## src/rtl/spill_fill_engine.sv

```systemverilog
// spill_fill_engine
//   Restores spilled registers from the LDS spill buffer into the register
//   file, then releases the spill slots back to the allocator.
//
//   One fill command is accepted at a time (fill_ready high only in IDLE).
//   Reads go out as rd_addr = base+issued with at most MAX_OUT outstanding.
//   In-order responses become registered RF writes to preg+received.
//   A one-cycle RETIRE state pulses free_req/free_n and done_valid/done_wid.
//
//   Ports
//     clk, rst                      clock, synchronous active-high reset
//     fill_valid/ready/wid/base/n/preg  fill command handshake and fields
//     rd_valid/ready/addr           spill-buffer read request
//     rsp_valid/data                in-order read return
//     rf_wr_en/addr/data            register-file write port
//     free_req/free_n               slot release toward the allocator
//     done_valid/done_wid           completion report
//     busy                          engine not idle
//
//   Optional feature, enabled by defining SPILL_FILL_STATS_EN:
//     stat_fills[31:0]  completed fills (saturating)
//     stat_words[31:0]  register-file writes (saturating)
module spill_fill_engine #(
  parameter int SLOTS     = 256,
  parameter int ADDR_W    = $clog2(SLOTS),
  parameter int PHYS_REGS = 1024,
  parameter int PREG_W    = $clog2(PHYS_REGS),
  parameter int WID_W     = 5,
  parameter int DATA_W    = 32,
  parameter int MAX_OUT   = 4
) (
  input  logic              clk,
  input  logic              rst,
  input  logic              fill_valid,
  output logic              fill_ready,
  input  logic [WID_W-1:0]  fill_wid,
  input  logic [ADDR_W-1:0] fill_base,
  input  logic [7:0]        fill_n,
  input  logic [PREG_W-1:0] fill_preg,
  output logic              rd_valid,
  input  logic              rd_ready,
  output logic [ADDR_W-1:0] rd_addr,
  input  logic              rsp_valid,
  input  logic [DATA_W-1:0] rsp_data,
  output logic              rf_wr_en,
  output logic [PREG_W-1:0] rf_wr_addr,
  output logic [DATA_W-1:0] rf_wr_data,
  output logic              free_req,
  output logic [7:0]        free_n,
  output logic              done_valid,
  output logic [WID_W-1:0]  done_wid,
  output logic              busy
`ifdef SPILL_FILL_STATS_EN
  ,
  output logic [31:0]       stat_fills,
  output logic [31:0]       stat_words
`endif
);

  typedef enum logic [1:0] {S_IDLE, S_ISSUE, S_DRAIN, S_RETIRE} state_t;

  state_t              r_state, w_next;
  logic [WID_W-1:0]    r_wid;
  logic [ADDR_W-1:0]   r_base;
  logic [7:0]          r_n;
  logic [PREG_W-1:0]   r_preg;
  logic [7:0]          r_issued;
  logic [7:0]          r_received;
  logic [3:0]          r_outstanding;
  logic                r_wr_en;
  logic [PREG_W-1:0]   r_wr_addr;
  logic [DATA_W-1:0]   r_wr_data;

  logic w_accept, w_rd_ok, w_rd_fire, w_rsp_take, w_last_issue;

  assign w_accept     = fill_valid && (r_state == S_IDLE);
  assign w_rd_ok      = (r_state == S_ISSUE) && (r_issued < r_n) &&
                        (r_outstanding < 4'(MAX_OUT));
  assign w_rd_fire    = w_rd_ok && rd_ready;
  // Responses with nothing outstanding (e.g. stragglers after reset) are dropped.
  assign w_rsp_take   = rsp_valid && (r_outstanding != '0) &&
                        ((r_state == S_ISSUE) || (r_state == S_DRAIN));
  assign w_last_issue = ({1'b0, r_issued} + 9'd1) == {1'b0, r_n};

  always_ff @(posedge clk) begin
    if (rst) begin
      r_state <= S_IDLE;
    end else begin
      r_state <= w_next;
    end
  end

  always_comb begin
    w_next     = r_state;
    fill_ready = 1'b0;
    rd_valid   = 1'b0;
    rd_addr    = '0;
    free_req   = 1'b0;
    free_n     = '0;
    done_valid = 1'b0;
    done_wid   = '0;
    busy       = 1'b1;
    case (r_state)
      S_IDLE: begin
        fill_ready = 1'b1;
        busy       = 1'b0;
        if (w_accept) w_next = (fill_n == 8'd0) ? S_RETIRE : S_ISSUE;
      end
      S_ISSUE: begin
        rd_valid = w_rd_ok;
        if (w_rd_ok) rd_addr = r_base + ADDR_W'(r_issued);
        if (w_rd_fire && w_last_issue) w_next = S_DRAIN;
      end
      S_DRAIN: begin
        // received reaches n when the last write is registered, so RETIRE
        // lands in the cycle after that write is visible.
        if ((r_received == r_n) && (r_outstanding == '0)) w_next = S_RETIRE;
      end
      S_RETIRE: begin
        free_req   = (r_n != 8'd0);
        free_n     = r_n;
        done_valid = 1'b1;
        done_wid   = r_wid;
        w_next     = S_IDLE;
      end
      default: w_next = S_IDLE;
    endcase
  end

  always_ff @(posedge clk) begin
    if (rst) begin
      r_wid         <= '0;
      r_base        <= '0;
      r_n           <= '0;
      r_preg        <= '0;
      r_issued      <= '0;
      r_received    <= '0;
      r_outstanding <= '0;
      r_wr_en       <= 1'b0;
      r_wr_addr     <= '0;
      r_wr_data     <= '0;
    end else begin
      r_wr_en <= w_rsp_take;
      if (w_accept) begin
        r_wid         <= fill_wid;
        r_base        <= fill_base;
        r_n           <= fill_n;
        r_preg        <= fill_preg;
        r_issued      <= '0;
        r_received    <= '0;
        r_outstanding <= '0;
      end else begin
        if (w_rd_fire) r_issued <= r_issued + 8'd1;
        if (w_rsp_take) begin
          r_received <= r_received + 8'd1;
          r_wr_addr  <= r_preg + PREG_W'(r_received);
          r_wr_data  <= rsp_data;
        end
        // Simultaneous issue and return leaves the count unchanged.
        if (w_rd_fire && !w_rsp_take)      r_outstanding <= r_outstanding + 4'd1;
        else if (!w_rd_fire && w_rsp_take) r_outstanding <= r_outstanding - 4'd1;
      end
    end
  end

  assign rf_wr_en   = r_wr_en;
  assign rf_wr_addr = r_wr_addr;
  assign rf_wr_data = r_wr_data;

`ifdef SPILL_FILL_STATS_EN
  logic [31:0] r_stat_fills, r_stat_words;

  always_ff @(posedge clk) begin
    if (rst) begin
      r_stat_fills <= '0;
      r_stat_words <= '0;
    end else begin
      if ((r_state == S_RETIRE) && (r_stat_fills != '1)) r_stat_fills <= r_stat_fills + 32'd1;
      if (r_wr_en && (r_stat_words != '1))               r_stat_words <= r_stat_words + 32'd1;
    end
  end

  assign stat_fills = r_stat_fills;
  assign stat_words = r_stat_words;
`endif

endmodule
```

## config.mk

```make
export PLATFORM = sky130hd
export DESIGN_NAME = spill_fill_engine
export DESIGN_NICKNAME = d
export VERILOG_FILES = /design/src/rtl/spill_fill_engine.sv
export SDC_FILE = /design/constraint.sdc
export NUM_CORES = 1
export LEC_CHECK = 0
export CELL_PAD_IN_SITES_DETAIL_PLACEMENT = 1
export CELL_PAD_IN_SITES_GLOBAL_PLACEMENT = 1
export CORE_AREA = 2 2 155 96
export CTS_BUF_LIST = sky130_fd_sc_hd__clkbuf_4 sky130_fd_sc_hd__clkbuf_8
export DETAILED_ROUTE_END_ITERATION = 10
export DIE_AREA = 0 0 157 98
export GPL_TIMING_DRIVEN = 0
export PLACE_DENSITY_LB_ADDON = 0.15
export SLEW_MARGIN = 30
export SYNTH_ARGS = -nofsm -noshare
export SYNTH_HDL_FRONTEND = slang
export SYNTH_SLANG_ARGS = --single-unit
```

## constraint.sdc

```tcl
create_clock -name clk -period 3.7 [get_ports clk]
set_clock_uncertainty 0.05 [all_clocks]
set_input_delay 0.74 -clock clk [delete_from_list [all_inputs] [get_ports clk]]
set_output_delay 0.74 -clock clk [all_outputs]
set_load 0.005 [all_outputs]
```

## Yosys cells after proc, flatten, opt, wreduce, memory -nomap -nowiden

Cells that the tools add are included.

| storage, ports and cells | value |
|---|---|
| register bits after elaboration | 96 |
| bits of input ports | 68 |
| output and inout bits | 69 |
| word-level logic and storage cells | 67 |

| cells by class | value |
|---|---|
| add/sub/neg operators | 7 |
| order comparisons | 2 |
| eq/ne operators | 8 |
| multiplexer cells | 16 |
| bitwise operators | 1 |
| reductions and logical operators | 22 |

Operator list:

| operator | number |
|---|---|
| 8-bit two-way mux | 3 |
| 8-bit by 1-bit adder with 8-bit output, second input constant | 2 |
| 10-bit by 8-bit adder with 10-bit output | 1 |
| 1-bit logical AND | 10 |
| 8-bit by 1-bit adder with 9-bit output, second input constant | 1 |
| 9-bit by 8-bit equality test with 1-bit output | 1 |
| 8-bit adder | 1 |
| 8-bit equality test | 1 |
| 8-bit logical NOT | 1 |
| 8-bit < comparator | 1 |
| 2-bit two-way mux | 4 |
| 4-bit two-way mux | 2 |
| 2-bit case mux with 4 select lines | 1 |
| 8-bit nonzero test | 1 |
| 1-bit two-way mux | 5 |
| 5-bit two-way mux | 1 |
| 4-bit by 1-bit adder with 4-bit output, second input constant | 1 |
| 2-bit equality test, second input constant | 2 |
| 4-bit logical NOT | 1 |
| 4-bit by 3-bit < comparator with 1-bit output, second input constant | 1 |
| 2-bit by 1-bit != test with 1-bit output, second input constant | 2 |
| 4-bit nonzero test | 1 |
| 4-bit by 1-bit subtractor with 4-bit output, second input constant | 1 |
| 3-bit AND reduction | 1 |
| other kinds (9) | 10 |

## Longest topological paths before layout

Gate-level depths: netlist of run 1.

| logic depth | value |
|---|---|
| depth in word-level cells | 8 |
| gate-level depth with buffers | 15 |

## Worst setup path after synthesis of run 1

OpenSTA, ideal clock, no wires.

| timing | value |
|---|---|
| path type | register to register |
| from | register r_n[2] |
| to | register r_outstanding[3] |
| data arrival time | 2.841 ns |
| required time | 3.579 ns |
| slack | 0.738 ns |
| stages on the path, launching flop included | 16 |
| period minus slack after synthesis | 2.962 ns |
| cells stage by stage | dfxtp_1 > inv_1 > ha_1 > o21ai_1 > a21oi_1 > o31a_1 > buf_6 > nor2_1 > ha_1 > inv_1 > ha_1 > a21o_1 > a21oi_1 > xnor2_1 > or3_1 > a21oi_1 |

| on the way | value |
|---|---|
| longest elaborated chain between the ends | 7 |
| elaborated cells on any way between the ends | 9 |
| those cells by class | order compare: 1; mux: 1; reduce/logical: 7 |

Ends and longest elaborated chain:

| item | line | RTL |
|---|---|---|
| from (decl) | 65 | `logic [7:0] r_n;` |
| from (signal assigned) | 147 | `r_n <= fill_n;` |
| 8-bit < comparator (*) | 77 | `assign w_rd_ok = (r_state == S_ISSUE) && (r_issued < r_n) &&` |
| 1-bit logical AND (*) (2 in series) | 77 |  |
| 1-bit logical AND (*) | 79 | `assign w_rd_fire = w_rd_ok && rd_ready;` |
| net w_rd_fire | 74 | `logic w_accept, w_rd_ok, w_rd_fire, w_rsp_take, w_last_issue;` |
| 1-bit logical NOT | 161 | `else if (!w_rd_fire && w_rsp_take) r_outstanding <= r_outstanding - 4'd1;` |
| 1-bit logical AND | 161 |  |
| 2-bit nonzero test (no source line) | -- |  |
| to (signal assigned) | 160 | `if (w_rd_fire && !w_rsp_take) r_outstanding <= r_outstanding + 4'd1;` |
| to (signal assigned) | 161 |  |
| to (decl) | 69 | `logic [3:0] r_outstanding;` |

Mark *: on every way through the listed nets, which the timed path passes. The rest lies on a longest branch.
A chain may end at the register's enable or synchronous reset.

## Worst setup path in the final report of run 1

| timing | value |
|---|---|
| from | register r_n[1] |
| to | output rd_addr[1] |

| on the way | value |
|---|---|
| longest elaborated chain between the ends | 5 |

Ends and longest elaborated chain:

| item | line | RTL |
|---|---|---|
| 8-bit < comparator | 77 |  |
| 1-bit logical AND (2 in series) | 77 |  |
| 8-bit two-way mux | 111 | `if (w_rd_ok) rd_addr = r_base + ADDR_W'(r_issued);` |
| 8-bit two-way mux | 103 | `case (r_state)` |
| to (decl) | 42 | `output logic [ADDR_W-1:0] rd_addr,` |

Every way passes these cells.

==> impl.org, run 1 <==
** Run status
- Status :: completed

** Timing
- Highest Clock Rate :: 276 MHz
- In the post-route analysis, the smallest setup slack over all paths is a little under 0.08 ns.
- Remaining max-slew budget at the tightest pin :: 50.4%
- For the final routed database, the setup TNS stands at 0 ns.
- Final period util :: 97.9%
- Number of max-slew violations in the final report :: 0
- For the pin with the worst max-slew slack, the measured transition is 0.735 ns.
- Number of setup violations in the final report :: 0
- The number of hold violations in the final report was 0.
- Clock period minus worst slack :: between 3 and 4 ns

** Critical path
- For the worst setup path, the data required time is 2.91 ns.
- Kind of cell with the highest combined delay on the critical path :: buffers and inverters
- STA classifies the critical path endpoint as an output port.
- Of all nets on the critical path, the largest fanout is 10.
- Critical path launch point type :: register
- By startpoint and endpoint, the worst setup path is classified as register to output port.
- Crit path arrival time :: 2.83 ns
- Peak per-stage delay on the critical path :: 0.50 ns
- For this design, the slowest cell found on the critical path is clkdlybuf4s50_1.
- Cell breakdown of the critical path :: inv_1 -> ha_1 -> nand2b_1 -> a21oi_1 -> o31a_1 -> buf_6 -> nand3b_1 -> inv_2 -> and2_1 -> clkdlybuf4s50_1
- Buf/Inv on CP :: 4

** Floorplan
- The region available for standard cell placement spans about 0.014 mm².
- Number of primary I/O pins :: 137
- Initial Util :: a little over a third
- Die Width :: 157 µm
- The floorplan step set the die height to 98 µm.
- The initialized floorplan defines 34 standard-cell rows.
- Area enclosed by the die boundary :: 0.0154 mm²

** Pwr
- In this run, the clock network consumes 26.8% of the power.
- Per report_power, the combinational group accounts for 33.8% of the total.
- Power Dens Cells :: 457 mW/mm²
- The internal power of the cells totals 2.06 mW.
- In this run the static leakage power is 2.63 nW.
- Sw Pwr :: 1.09 mW
- VDD sags by at most 186 µV.
- Switching fraction of total power :: 34.6%
- Sequential cells burn roughly 39% of the power.

** Finish
- Antenna cells :: 0
- Post-route non-filler standard cell count :: 968
- The finished cells cover 0.00690 mm².
- Number of nets at the end of the flow :: 869
- The post-route netlist has ~7.7% of its cells at a drive strength greater than 1.
- Cells fill 49.0% of the core in the end.
- Relative to the synthesized area, the layout overhead comes to 39.6%.

** Drt
- The detailed router finished its first iteration with ~230 violations.
- Via density per instance :: 5.05
- The first detailed-routing pass ran for 4 iterations.
- Via total after detailed routing :: about 4900
- DRT Wirelength :: approximately 17000 µm
- Average routed wire per standard cell :: 17.3 µm
- In the routed design, unresolved DRC markers number 0.
- In this run the remaining antenna-violating nets after routing total 0.

** Place
- Port buffering added 135 buffers.
- Worst slack after detailed placement :: -0.181 ns
- At the end of routability-driven placement, the weighted congestion stood at 0.853.
- Placed cell areas :: 0.00654 mm²
- Once detailed placement completed, the half-perimeter wirelength came to 13100 µm.
- Including well taps, the total number of placed cells is 946.

** Clock tree
- The tree built by TritonCTS fans out to 96 sinks.
- After clock tree synthesis, the clock-pin slew on the worst setup and hold paths is 0.10 ns.
- Max Root-Sink Buffers :: 2
- Quantity of hold-fixing buffers added after cts :: 0
- Clock tree from TritonCTS :: yes
- Clock tree synthesis inserted a total of 9 buffers.
- Clock insertion delay at the later pin of the skew report :: between 0.3 and 0.4 ns
- The H-tree was split into 3 levels.
- The cell sitting at the root of the clock tree is a clkbuf_8.

** Synth
- Synthesis produced a netlist with a net count of just over 700.
- Post-synthesis async set-or-reset flop share :: 0%
- Synth warn :: 0
- Post-Syn Area per Cell :: 8.06 µm²
- Yosys mapped a number of flops with a built-in enable equal to 0.
- In this run, synthesis produced a sequential element count of 96.
- Netlist area before placement :: a little under 0.005 mm²
- Sequential element share of the synthesized area :: 38.9%
- In this run, distinct cell masters in the synthesized netlist total 58.
- Ys flop type :: dfxtp_1
- Syn Inst Count :: 613

** Global routing
- Via count of the first global-routing pass :: 5128
- Overall track demand over capacity in global routing :: 22.0%
- Entering global routing, the biggest net connects 17 pins.
- The number of antenna violations at the first check in global routing came to 1.
- Global routing finished with a remaining overflow of 0.
- The first global-routing pass estimated between 20000 and 30000 µm of wire.

** Job
- Reported max-cap violation count :: 0

** Hold path
- In this run the worst hold path is classified as register to register.
-- timing repair --
action	CTS	global route
gates resized for setup	16	10
pin swaps	1	0
endpoints found under the hold margin	0	0
endpoints found under the setup margin	10	7
buffers inserted	0	7
gates cloned	0	0
-- worst register-to-register path, delay by kind of cell (launching register included) --
kind | cells | cell delay, ns
AOI/OAI and AO/OA | 3 | 0.50
DFF | 1 | 0.45
buffers and inverters | 2 | 0.18
and+or+nand+nor | 4 | 1.46
xor gates and xnor gates | 1 | 0.10
adders and majority gates | 3 | 0.80
-- power by group through the flow --
stage / Combinational, mW / Sequential (mW) / Clock [mW]
floorplan: 0.610 / 1.23 / 0
global route: 1.18 / 1.26 / 0.896
finish: 1.07 / 1.24 / 0.843
CTS: 1.04 / 1.24 / 0.861
global placement: 0.975 / 1.26 / 0
detailed placement: 1.03 / 1.27 / 0
-- logic make-up (layout without fill, tap and decap cells) --
logic type	Yosys count	count (layout)	share of synthesized area [%]
compound gates	135	135	16.6
xor+xnor	41	41	7.26
fa+ha+maj	35	35	9.31
buf+inv	53	210	4.78
flops	96	96	38.9
mux	1	1	0.202
simple gates	252	252	22.9
-- synth_stat cells, types with 3 or more instances --
| cell type | instances | area, µm² |
|---|---|---|
| nand3_1 | 9 | 45.0 |
| inv_1 | 22 | 82.6 |
| and3_1 | 4 | 25.0 |
| o21ai_0 | 7 | 35.0 |
| nor3b_1 | 3 | 22.5 |
| and2_1 | 16 | 100 |
| ha_1 | 32 | 400 |
| a211o_1 | 3 | 26.3 |
| nand4_1 | 8 | 50.1 |
| nor3_1 | 6 | 30.0 |
| or3_1 | 3 | 18.8 |
| clkbuf_1 | 20 | 75.1 |
| a21o_1 | 7 | 52.6 |
| o21a_1 | 6 | 45.0 |
| xor2_1 | 14 | 123 |
| nor4_1 | 7 | 43.8 |
| o21bai_1 | 3 | 22.5 |
| buf_2 | 6 | 30.0 |
| a21oi_1 | 84 | 420 |
| dfxtp_1 | 96 | 1920 |
| xnor2_1 | 27 | 236 |
| fa_1 | 3 | 60.1 |
| nor2_1 | 34 | 128 |
| nand3b_1 | 5 | 37.5 |
| nand2_1 | 145 | 544 |
-- layer usage --
metal	GRT usage, %	routed length [µm]	share of wire (%)
met5	0	0	0
met4	4.30	174	1.0
met3	4.70	947	5.6
met2	36.0	7690	46
met1	30.2	7980	48
-- final timing paths --
path	from	to	slack [ns]	cells after the start
min	rf_wr_data[30]$_SDFFE_PP0P_	rf_wr_data[30]$_SDFFE_PP0P_	0.41	2
max reg2reg	r_n[7]$_SDFFE_PP0P_	r_outstanding[3]$_SDFFE_PP0P_	0.12	13
max	r_n[1]$_SDFFE_PP0P_	rd_addr[1]	0.08	10
min reg2reg	rf_wr_data[30]$_SDFFE_PP0P_	rf_wr_data[30]$_SDFFE_PP0P_	0.41	2
-- cell type report --
class	count	area, µm²
fillers	1651	7180
multi-input cells	464	2820
flip-flops and latches	96	1950
repair buffers	142	1410
well taps	198	248
plain buffers	30	149
clock buffers	9	124
clock inverters	6	115
inverters	23	87.6
-- stage by stage --
step | hold slack [ns] | total power [mW]
5_1_grt | 0.434 | 3.33
4_1_cts | 0.413 | 3.14
6_report | 0.409 | 3.15
2_1_floorplan | 0.382 | 1.84
3_3_place_gp | 0.389 | 2.23
3_5_place_dp | 0.398 | 2.30
-- state kept, by name, summed over array words and instances (netlist names) --
name and flops:
rf_wr_data 32, r_state 2, r_base 8, r_outstanding 4, r_preg 10, r_received 8
r_n 8, r_wid 5, rf_wr_addr 10, r_issued 8, rf_wr_en 1
-- cells in the final DEF, fill, tap and decap left out, drive strengths merged, types with 8 or more instances in the layout --
cell and count:
nand2 145, nand4 8, nand3 11, dfxtp 96, xor2 14, and2 16, clkdlybuf4s50 131, clkbuf 32
nor2 35, xnor2 27, inv 24, o21ai 8, buf 14, ha 32, a21oi 84
Power figures use the tool's default switching activity.
==> inputs of run 2 (changes only) <==
--- a/config.mk
+++ b/config.mk
@@ -5,12 +5,10 @@
 export SDC_FILE = /design/constraint.sdc
 export NUM_CORES = 1
 export LEC_CHECK = 0
-export CELL_PAD_IN_SITES_DETAIL_PLACEMENT = 1
-export CELL_PAD_IN_SITES_GLOBAL_PLACEMENT = 1
-export CORE_AREA = 2 2 155 96
+export CORE_AREA = 2 2 132 83
 export CTS_BUF_LIST = sky130_fd_sc_hd__clkbuf_4 sky130_fd_sc_hd__clkbuf_8
 export DETAILED_ROUTE_END_ITERATION = 10
-export DIE_AREA = 0 0 157 98
+export DIE_AREA = 0 0 134 85
 export GPL_TIMING_DRIVEN = 0
 export PLACE_DENSITY_LB_ADDON = 0.15
 export SLEW_MARGIN = 30
==> run 2 against run 1 <==
Register-to-register slack improved by 0.31 ns. Sequential cell count unchanged. Sequential power about the same. Cell count decreased by 6.4%. Critical path type unchanged.
==> impl.org, run 2 (synthesis results as in run 1) <==
** Run status
- The flow ran to the end, and the final reports show no timing, DRC or antenna violations.

** Timing
- Clock period minus worst slack :: 3.62 ns (-0.00523 ns)
- Final period util :: 97.8% (-0.14 points)
- Number of max-slew violations in the final report :: 0 (unchanged)
- The worst-margin pin slew is 0.624 ns (-0.112 ns).
- Remaining max-slew budget at the tightest pin :: 57.9% (+7.5 points)
- The accumulated negative setup slack was 0 ns (unchanged).
- The timing-limited maximum frequency was 276 MHz (+0.14%).
- Count of final hold-check violations :: 0 (unchanged)
- Number of setup violations in the final report :: 0 (unchanged)

** Pwr
- Reported leakage power :: 2.53 nW (-3.5%)
- The total power per unit cell area is 429 mW/mm² (-6.0%).
- The maximum VDD drop came to 220 µV (+18%).

** Critical path
- Peak fanout along the critical path :: 8 (-2)
- Cell seen most often among critical-path stages :: o21a_1
- Cell at the slowest stage of the critical path :: clkdlybuf4s50_1
- STA classifies the critical path startpoint as a register.
- The slack of the worst reg-to-reg path came to 0.43 ns (+0.31 ns).
- Peak per-stage delay on the critical path :: 0.50 ns (about the same)
- The endpoint identified for the worst register-to-register timing path is r_outstanding[3]$_SDFFE_PP0P_.
- Crit Reg-Reg Startpoint :: r_n[6]$_SDFFE_PP0P_
- The critical path data required time came to 2.91 ns (about the same).
- The worst setup path is captured at an output port.
- The worst endpoint data arrival time came to 2.83 ns (about the same).
- The length in cells of the worst reg-to-reg path came to 14 (+1).
- Cell breakdown of the critical path :: ha_1 -> a21o_1 -> a21oi_2 -> o21bai_1 -> a2111oi_2 -> o21a_1 -> o21a_1 -> clkdlybuf4s50_1
- WS Path Type :: register to output port

** Finish
- The top cell types in the final layout, fill and taps aside, are 145 x nand2_1, 133 x clkdlybuf4s50_1, 87 x dfxtp_1.
- Footprint of the flip-flops and latches :: 0.00194 mm² (-0.26%)
- The count of fill cells added during filler insertion was 855 (-48%).
- Number of nets at the end of the flow :: 865 (-0.46%)
- The area of combinational cells with multiple inputs came to 0.00281 mm² (-0.36%).
- Layout Area Growth over Synthesis :: 35.8%
- Commonest non-fill, non-tap cell in the layout :: nand2_1
- The fraction of layout instances using a drive strength above 1 came to 7.43% (-0.23 points).
- The flip-flop count of the largest register, all copies and words added is 32 (unchanged).
- Antenna cells :: 0 (unchanged)
- Cell area after layout :: 0.00671 mm² (-2.8%)

** Place
- Placed cell areas :: 0.00647 mm² (-1.1%)
- Final GP Congestion :: 0.933 (+9.4%)
- The post-DP HPWL was 10900 µm (-16%).
- The number of buffer cells added on primary ports came to 135 (unchanged).

** Floorplan
- Core region area :: 0.0102 mm² (-28%)
- Die Width :: 134 µm (-15%)
- The cell row count is 29 (-15%).
- The starting utilization of the core area was 48.5% (+13 points).
- Number of primary I/O pins :: 137 (unchanged)
- The full die area is 0.0114 mm² (-26%).
- The y dimension of the die came to 85 µm (-13%).

** Hold path
- The path class of the tightest hold or removal check is register to register.
- The worst hold path stage count was 2 (unchanged).
- Hold path endpoint :: r_wid[1]$_SDFFE_PP0P_
- Startpoint of the lowest-slack hold path :: r_wid[1]$_SDFFE_PP0P_

** Clock tree
- Max Root-Sink Buffers :: 2 (unchanged)
- The number of hold-repair buffers added at the cts stage was 0 (unchanged).
- Clock tree from TritonCTS :: yes
- Clock insertion delay at the later pin of the skew report :: 0.38 ns (about the same)
- The number of H-tree levels came to 3 (unchanged).
- Sinks on Clock Net :: 96 (unchanged)
- TritonCTS Buffers :: 9 (unchanged)
- The cell sitting at the root of the clock tree is a clkbuf_8.
- Clock transition time at the flip-flop clock pins of the worst setup and hold paths :: 0.11 ns (about the same)

** Drt
- The number of design-rule violations left by the first detailed-router iteration came to 281 (+20%).
- Via density per instance :: 5.33 (+5.6%)
- Via total after detailed routing :: 4829 (-1.2%)
- The number of nets with antenna violations after detailed routing was 0 (unchanged).
- The number of optimization iterations in the first detailed-route pass came to 5 (+1).
- DRC errors left :: 0 (unchanged)
- Average routed wire per standard cell :: 15.8 µm (-9.2%)
- DRT Wirelength :: 14300 µm (-15%)

** Global routing
- The number of antenna violations at the first check in global routing is 0 (-1).
- The fraction of met1 tracks used by global routing is 35.2% (+5.0 points).
- Overall track demand over capacity in global routing :: 25.4% (+3.3 points)
- Global-route wire length before repair :: 23000 µm (-14%)
- Met3 Use GR :: 5.62% (+0.91 points)
- Via count of the first global-routing pass :: 4661 (-9.1%)
- The met2 routing resource usage after global routing came to 39.4% (+3.4 points).
- The total congestion overflow after global routing was 0 (unchanged).
- After global routing, the most crowded layer is met2.
- Largest net degree at the start of global routing :: 16 (-1)

** Job
- The max-capacitance violation count was 0 (unchanged).
==> run 2: how the worst max path moves through the flow <==
stage	slack, ns	from	end	cells after the start
after floorplan	0.74	r_n[2]$_SDFFE_PP0P_	r_outstanding[3]$_SDFFE_PP0P_	15
after global placement	0.15	r_n[7]$_SDFFE_PP0P_	r_outstanding[3]$_SDFFE_PP0P_	13
after detailed placement	0.07	r_n[7]$_SDFFE_PP0P_	r_outstanding[3]$_SDFFE_PP0P_	13
after CTS	0.001	r_issued[0]$_SDFFE_PP0P_	rd_addr[6]	9
after global routing	-0.02	r_issued[1]$_SDFFE_PP0P_	rd_addr[7]	8
final	0.08	r_issued[1]$_SDFFE_PP0P_	rd_addr[7]	8
==> run 2: critical path, delay by kind of cell, from the launching register on <==
family | cells | cell delay [ns]
AOI/OAI and AO/OA | 6 | 1.26
buffers and inverters | 1 | 0.50
adders and majority gates | 1 | 0.28
DFF | 1 | 0.40
==> run 2: layer usage <==
layer	part of all wire, %	up-vias	routed length [µm]
met3	6.7	27	962
li1	-	2384	-
met2	43	176	6070
met5	0	-	0
met4	1.9	0	271
met1	49	2242	6970
==> run 2: metrics by stage <==
step                      cells  power (mW)  hold WS, ns  util (%)  setup WS [ns]
after floorplan             613        1.84        0.382         -          0.738
after global placement      887        2.20        0.390      63.4          0.151
after detailed placement    887        2.24        0.395      63.4         0.0655
after CTS                   903        2.86        0.407      65.3        0.00146
after global routing        906        3.05        0.430      65.8        -0.0227
final                       906        2.88        0.404      65.8         0.0823
==> run 2: where the power goes <==
part	switching (mW)	leakage [nW]	internal, mW	total, mW
Clock	0.372	0.0861	0.258	0.630
Combinational	0.547	1.66	0.458	1.01
Sequential	0.106	0.784	1.14	1.24
Total	1.02	2.53	1.86	2.88
==> run 2: area by class of cell <==
cell class,count,area share (%)
plain buffers,30,2.22
repair buffers,138,20.5
clock inverters,5,0.503
clock buffers,11,2.07
flip-flops and latches,96,28.9
well taps,139,2.59
inverters,23,1.30
multi-input cells,464,41.8
==> run 2: what timing repair did <==
| item | in CTS | in global routing |
|---|---|---|
| buffers inserted | 0 | 3 |
| endpoints found under the setup margin | 3 | 10 |
| pin swaps | 0 | 1 |
| gates resized for setup | 6 | 16 |
==> inputs of run 3 (changes only) <==
--- a/config.mk
+++ b/config.mk
@@ -10,8 +10,8 @@
 export DETAILED_ROUTE_END_ITERATION = 10
 export DIE_AREA = 0 0 134 85
 export GPL_TIMING_DRIVEN = 0
-export PLACE_DENSITY_LB_ADDON = 0.15
-export SLEW_MARGIN = 30
+export PLACE_DENSITY = 0.82
+export SLEW_MARGIN = 40
 export SYNTH_ARGS = -nofsm -noshare
 export SYNTH_HDL_FRONTEND = slang
 export SYNTH_SLANG_ARGS = --single-unit
==> run 3 against run 2 <==
Fmax grew 0.35%. Non-clock buffer count is 1 lower. Core utilization rose by 0.27 points. Sequential cell count unchanged. Sequential share of layout area down 0.21 points. Sequential power is essentially flat. Design area increased by 0.41%. Critical path type unchanged. Largest cell class unchanged. Largest power group unchanged.
==> impl.org, run 3 (synthesis results as in run 1) <==
** Place
- Cell count after placement :: 887 (unchanged)
- The setup slack at placement came to 0.220 ns (+0.155 ns).
- Buffers added on ports :: 135 (unchanged)
- DPL Wire Length :: 11300 µm (+3.0%)
- The placer's final routability congestion estimate was 0.903 (-3.2%).

** Finish
- Share of post-route cells with drive strength above 1 :: 6.79% (-0.64 points)
- Leaving out fill and tap cells, the most frequent cell in the layout is nand2_1.
- The top cell types in the final layout, fill and taps aside, are 145 x nand2_1, 135 x clkdlybuf4s50_1, 88 x dfxtp_1.
- Number of flip-flops in the largest register :: 32 (unchanged)
- Antenna cells :: 0 (unchanged)
- The fraction of the core area covered by cells at the end of the flow was 66.1% (+0.27 points).
- Layout Area Growth over Synthesis :: 36.3%
- The sequential cell area is 0.00194 mm² (-0.32%).
- The area of combinational cells with multiple inputs is 0.00280 mm² (-0.22%).
- The count of fill cells added during filler insertion was 831 (-2.8%).
- Post-route non-filler standard cell count :: 905 (-0.11%)
- The number of nets at the end of the flow was 864 (-0.12%).

** Clock tree
- Sinks on Clock Net :: 96 (unchanged)
- Clock tree from TritonCTS :: yes
- H-tree levels :: 3 (unchanged)
- Clock transition time at the flip-flop clock pins of the worst setup and hold paths :: 0.10 ns (about the same)
- Clock tree synthesis selected as its root buffer the cell clkbuf_8.
- Quantity of hold-fixing buffers added after cts :: 0 (unchanged)
- The maximum root-to-sink buffer count was 2 (unchanged).
- TritonCTS Buffers :: 9 (unchanged)
- Clock insertion delay at the later pin of the skew report :: 0.38 ns (about the same)

** Timing
- Final period util :: 97.4% (-0.34 points)
- The timing-limited maximum frequency came to 277 MHz (+0.35%).
- The post-route worst hold slack was 0.411 ns (+0.00683 ns).
- The number of hold violations in the final report came to 0 (unchanged).
- The final-report max-slew violation count was 0 (unchanged).
- The worst-margin pin slew came to 0.624 ns (+0.000378 ns).
- Remaining max-slew budget at the tightest pin :: 58.4% (+0.50 points)
- The post-layout minimum cycle time came to 3.61 ns (-0.0125 ns).
- Unrepaired setup endpoints after global routing :: yes
- Number of setup violations in the final report :: 0 (unchanged)
- The slack of the critical path was 0.0947 ns (+0.0125 ns).

** Pwr
- The clock network fraction of total power was 25.6% (+3.7 points).
- Sw Pwr :: 1.05 mW (+2.8%)
- The total power per unit cell area was 451 mW/mm² (+5.0%).
- The design internal power came to 1.98 mW (+6.9%).
- Reported leakage power :: 2.52 nW (-0.62%)
- The combinational power share was 33.4% (-1.5 points).
- Maximum resistive drop on vdd :: 297 µV (+35%)
- The switching power as a share of total power is 34.7% (-0.88 points).
- The relative contribution of sequential cells to total power came to 41.0% (-2.2 points).

** Drt
- Via density per instance :: 5.37 (+0.67%)
- DRC errors left :: 0 (unchanged)
- Detailed router's first-iteration violation count :: 226 (-20%)
- The total vias in the final route is 4856 (+0.56%).
- Post-DRT Antenna Nets :: 0 (unchanged)
- Average routed wire per standard cell :: 15.9 µm (+0.80%)
- DRT Wirelength :: 14400 µm (+0.69%)
- The number of optimization iterations in the first detailed-route pass is 5 (unchanged).

** Critical path
- Critical Path End :: rd_addr[1]
- Source of the critical timing path :: r_n[1]$_SDFFE_PP0P_
- STA classifies the critical path endpoint as an output port.
- Worst Path Required :: 2.91 ns (about the same)
- Crit Reg-Reg Startpoint :: r_n[7]$_SDFFE_PP0P_
- WS Path Type :: register to output port
- The length in cells of the worst reg-to-reg path came to 13 (-1).
- The worst endpoint data arrival time is 2.82 ns (about the same).
- The endpoint identified for the worst register-to-register timing path is r_outstanding[3]$_SDFFE_PP0P_.
- Peak fanout along the critical path :: 10 (+2)
- Critical path launch point type :: register
- Worst-case register-to-register setup slack :: 0.35 ns (-0.08 ns)

** Job
- Reported max-cap violation count :: 0 (unchanged)

** Hold path
- Worst min-delay path class :: register to register

** Floorplan
- Core region area :: 0.0102 mm² (unchanged)
- The y dimension of the die was 85 µm (unchanged).
- The x dimension of the die came to 134 µm (unchanged).
- Number of rows in the core area :: 29 (unchanged)
- The boundary pin count came to 137 (unchanged).
- The starting utilization of the core area came to 48.5% (unchanged).
- Area enclosed by the die boundary :: 0.0114 mm² (unchanged)

** Global routing
- Leftover overflow at the end of global routing :: 0 (unchanged)
- The number of antenna violations at the first check in global routing is 0 (unchanged).
- Overall track demand over capacity in global routing :: 25.8% (+0.40 points)
- The number of global-route vias before repair is 4544 (-2.5%).
- Largest net degree at the start of global routing :: 18 (+2)
- The first-pass GRT wire length came to 23000 µm (unchanged).

** Run status
- Status :: completed
[run 3: cell count changes in the layout (fill, tap and decap cells not counted), moves of 2 or more]
cell / before / now
clkdlybuf4s50_1: 133 / 135
clkinv_2: 3 / 1
clkbuf_4: 2 / 0
dlymetal6s2s_1: 2 / 0
dfxtp_4: 4 / 2
bufinv_16: 0 / 2
inv_6: 0 / 2
[run 3: through the flow]
step	cell area (µm²)	total power, mW	setup TNS [ns]
2_1_floorplan	4940	1.84	0
3_3_place_gp	6470	2.20	0
3_5_place_dp	6470	2.25	0
4_1_cts	6700	3.02	0
5_1_grt	6740	3.20	-0.00714
6_report	6740	3.04	0
[run 3: how the worst min path moves through the flow]
stage                                     start                          end  slack (ns)  cells past startpoint
floorplan                 r_wid[0]$_SDFFE_PP0P_        r_wid[0]$_SDFFE_PP0P_        0.38                      2
global placement          r_wid[3]$_SDFFE_PP0P_        r_wid[3]$_SDFFE_PP0P_        0.39                      2
detailed placement   rf_wr_addr[4]$_SDFFE_PP0P_   rf_wr_addr[4]$_SDFFE_PP0P_        0.40                      2
CTS                  rf_wr_addr[4]$_SDFFE_PP0P_   rf_wr_addr[4]$_SDFFE_PP0P_        0.41                      2
global route         rf_wr_data[4]$_SDFFE_PP0P_   rf_wr_data[4]$_SDFFE_PP0P_        0.43                      2
finish              rf_wr_data[11]$_SDFFE_PP0P_  rf_wr_data[11]$_SDFFE_PP0P_        0.41                      2
[run 3: layer usage]
| layer | up-vias | GRT usage [%] | routed length [µm] |
|---|---|---|---|
| met5 | - | 0 | 0 |
| met4 | 0 | 7.83 | 191 |
| met3 | 16 | 7.89 | 1390 |
| met2 | 196 | 38.8 | 6190 |
| met1 | 2267 | 35.6 | 6600 |
| li1 | 2377 | - | - |
[run 3: repair_timing]
action	CTS	global route
gates resized for setup	7	7
endpoints found under the setup margin	3	10
pin swaps	0	1
setup buffers	0	2
endpoints found under the hold margin	0	0
[run 3: critical path, cell delays in order (launching register included)]
cell             delay (ns)
dfxtp_2                0.43
inv_1                  0.08
ha_1                   0.30
nand2b_1               0.07
a21oi_1                0.06
o31a_1                 0.25
buf_6                  0.14
nand3b_1               0.27
inv_1                  0.19
and2_1                 0.15
clkdlybuf4s50_1        0.49
[run 3: area by class of cell]
cell class | count | share of cell area, %
multi-input cells | 464 | 41.6
clock inverters | 7 | 1.50
repair buffers | 137 | 20.3
well taps | 139 | 2.58
clock buffers | 9 | 1.84
flip-flops and latches | 96 | 28.7
inverters | 23 | 1.30
plain buffers | 30 | 2.21
[run 3: power by group through the flow]
stage / Sequential [mW] / Combinational, mW / Clock, mW
floorplan: 1.23 / 0.610 / 0
global placement: 1.26 / 0.944 / 0
detailed placement: 1.26 / 0.984 / 0
CTS: 1.24 / 0.991 / 0.789
global route: 1.26 / 1.12 / 0.829
finish: 1.25 / 1.01 / 0.778
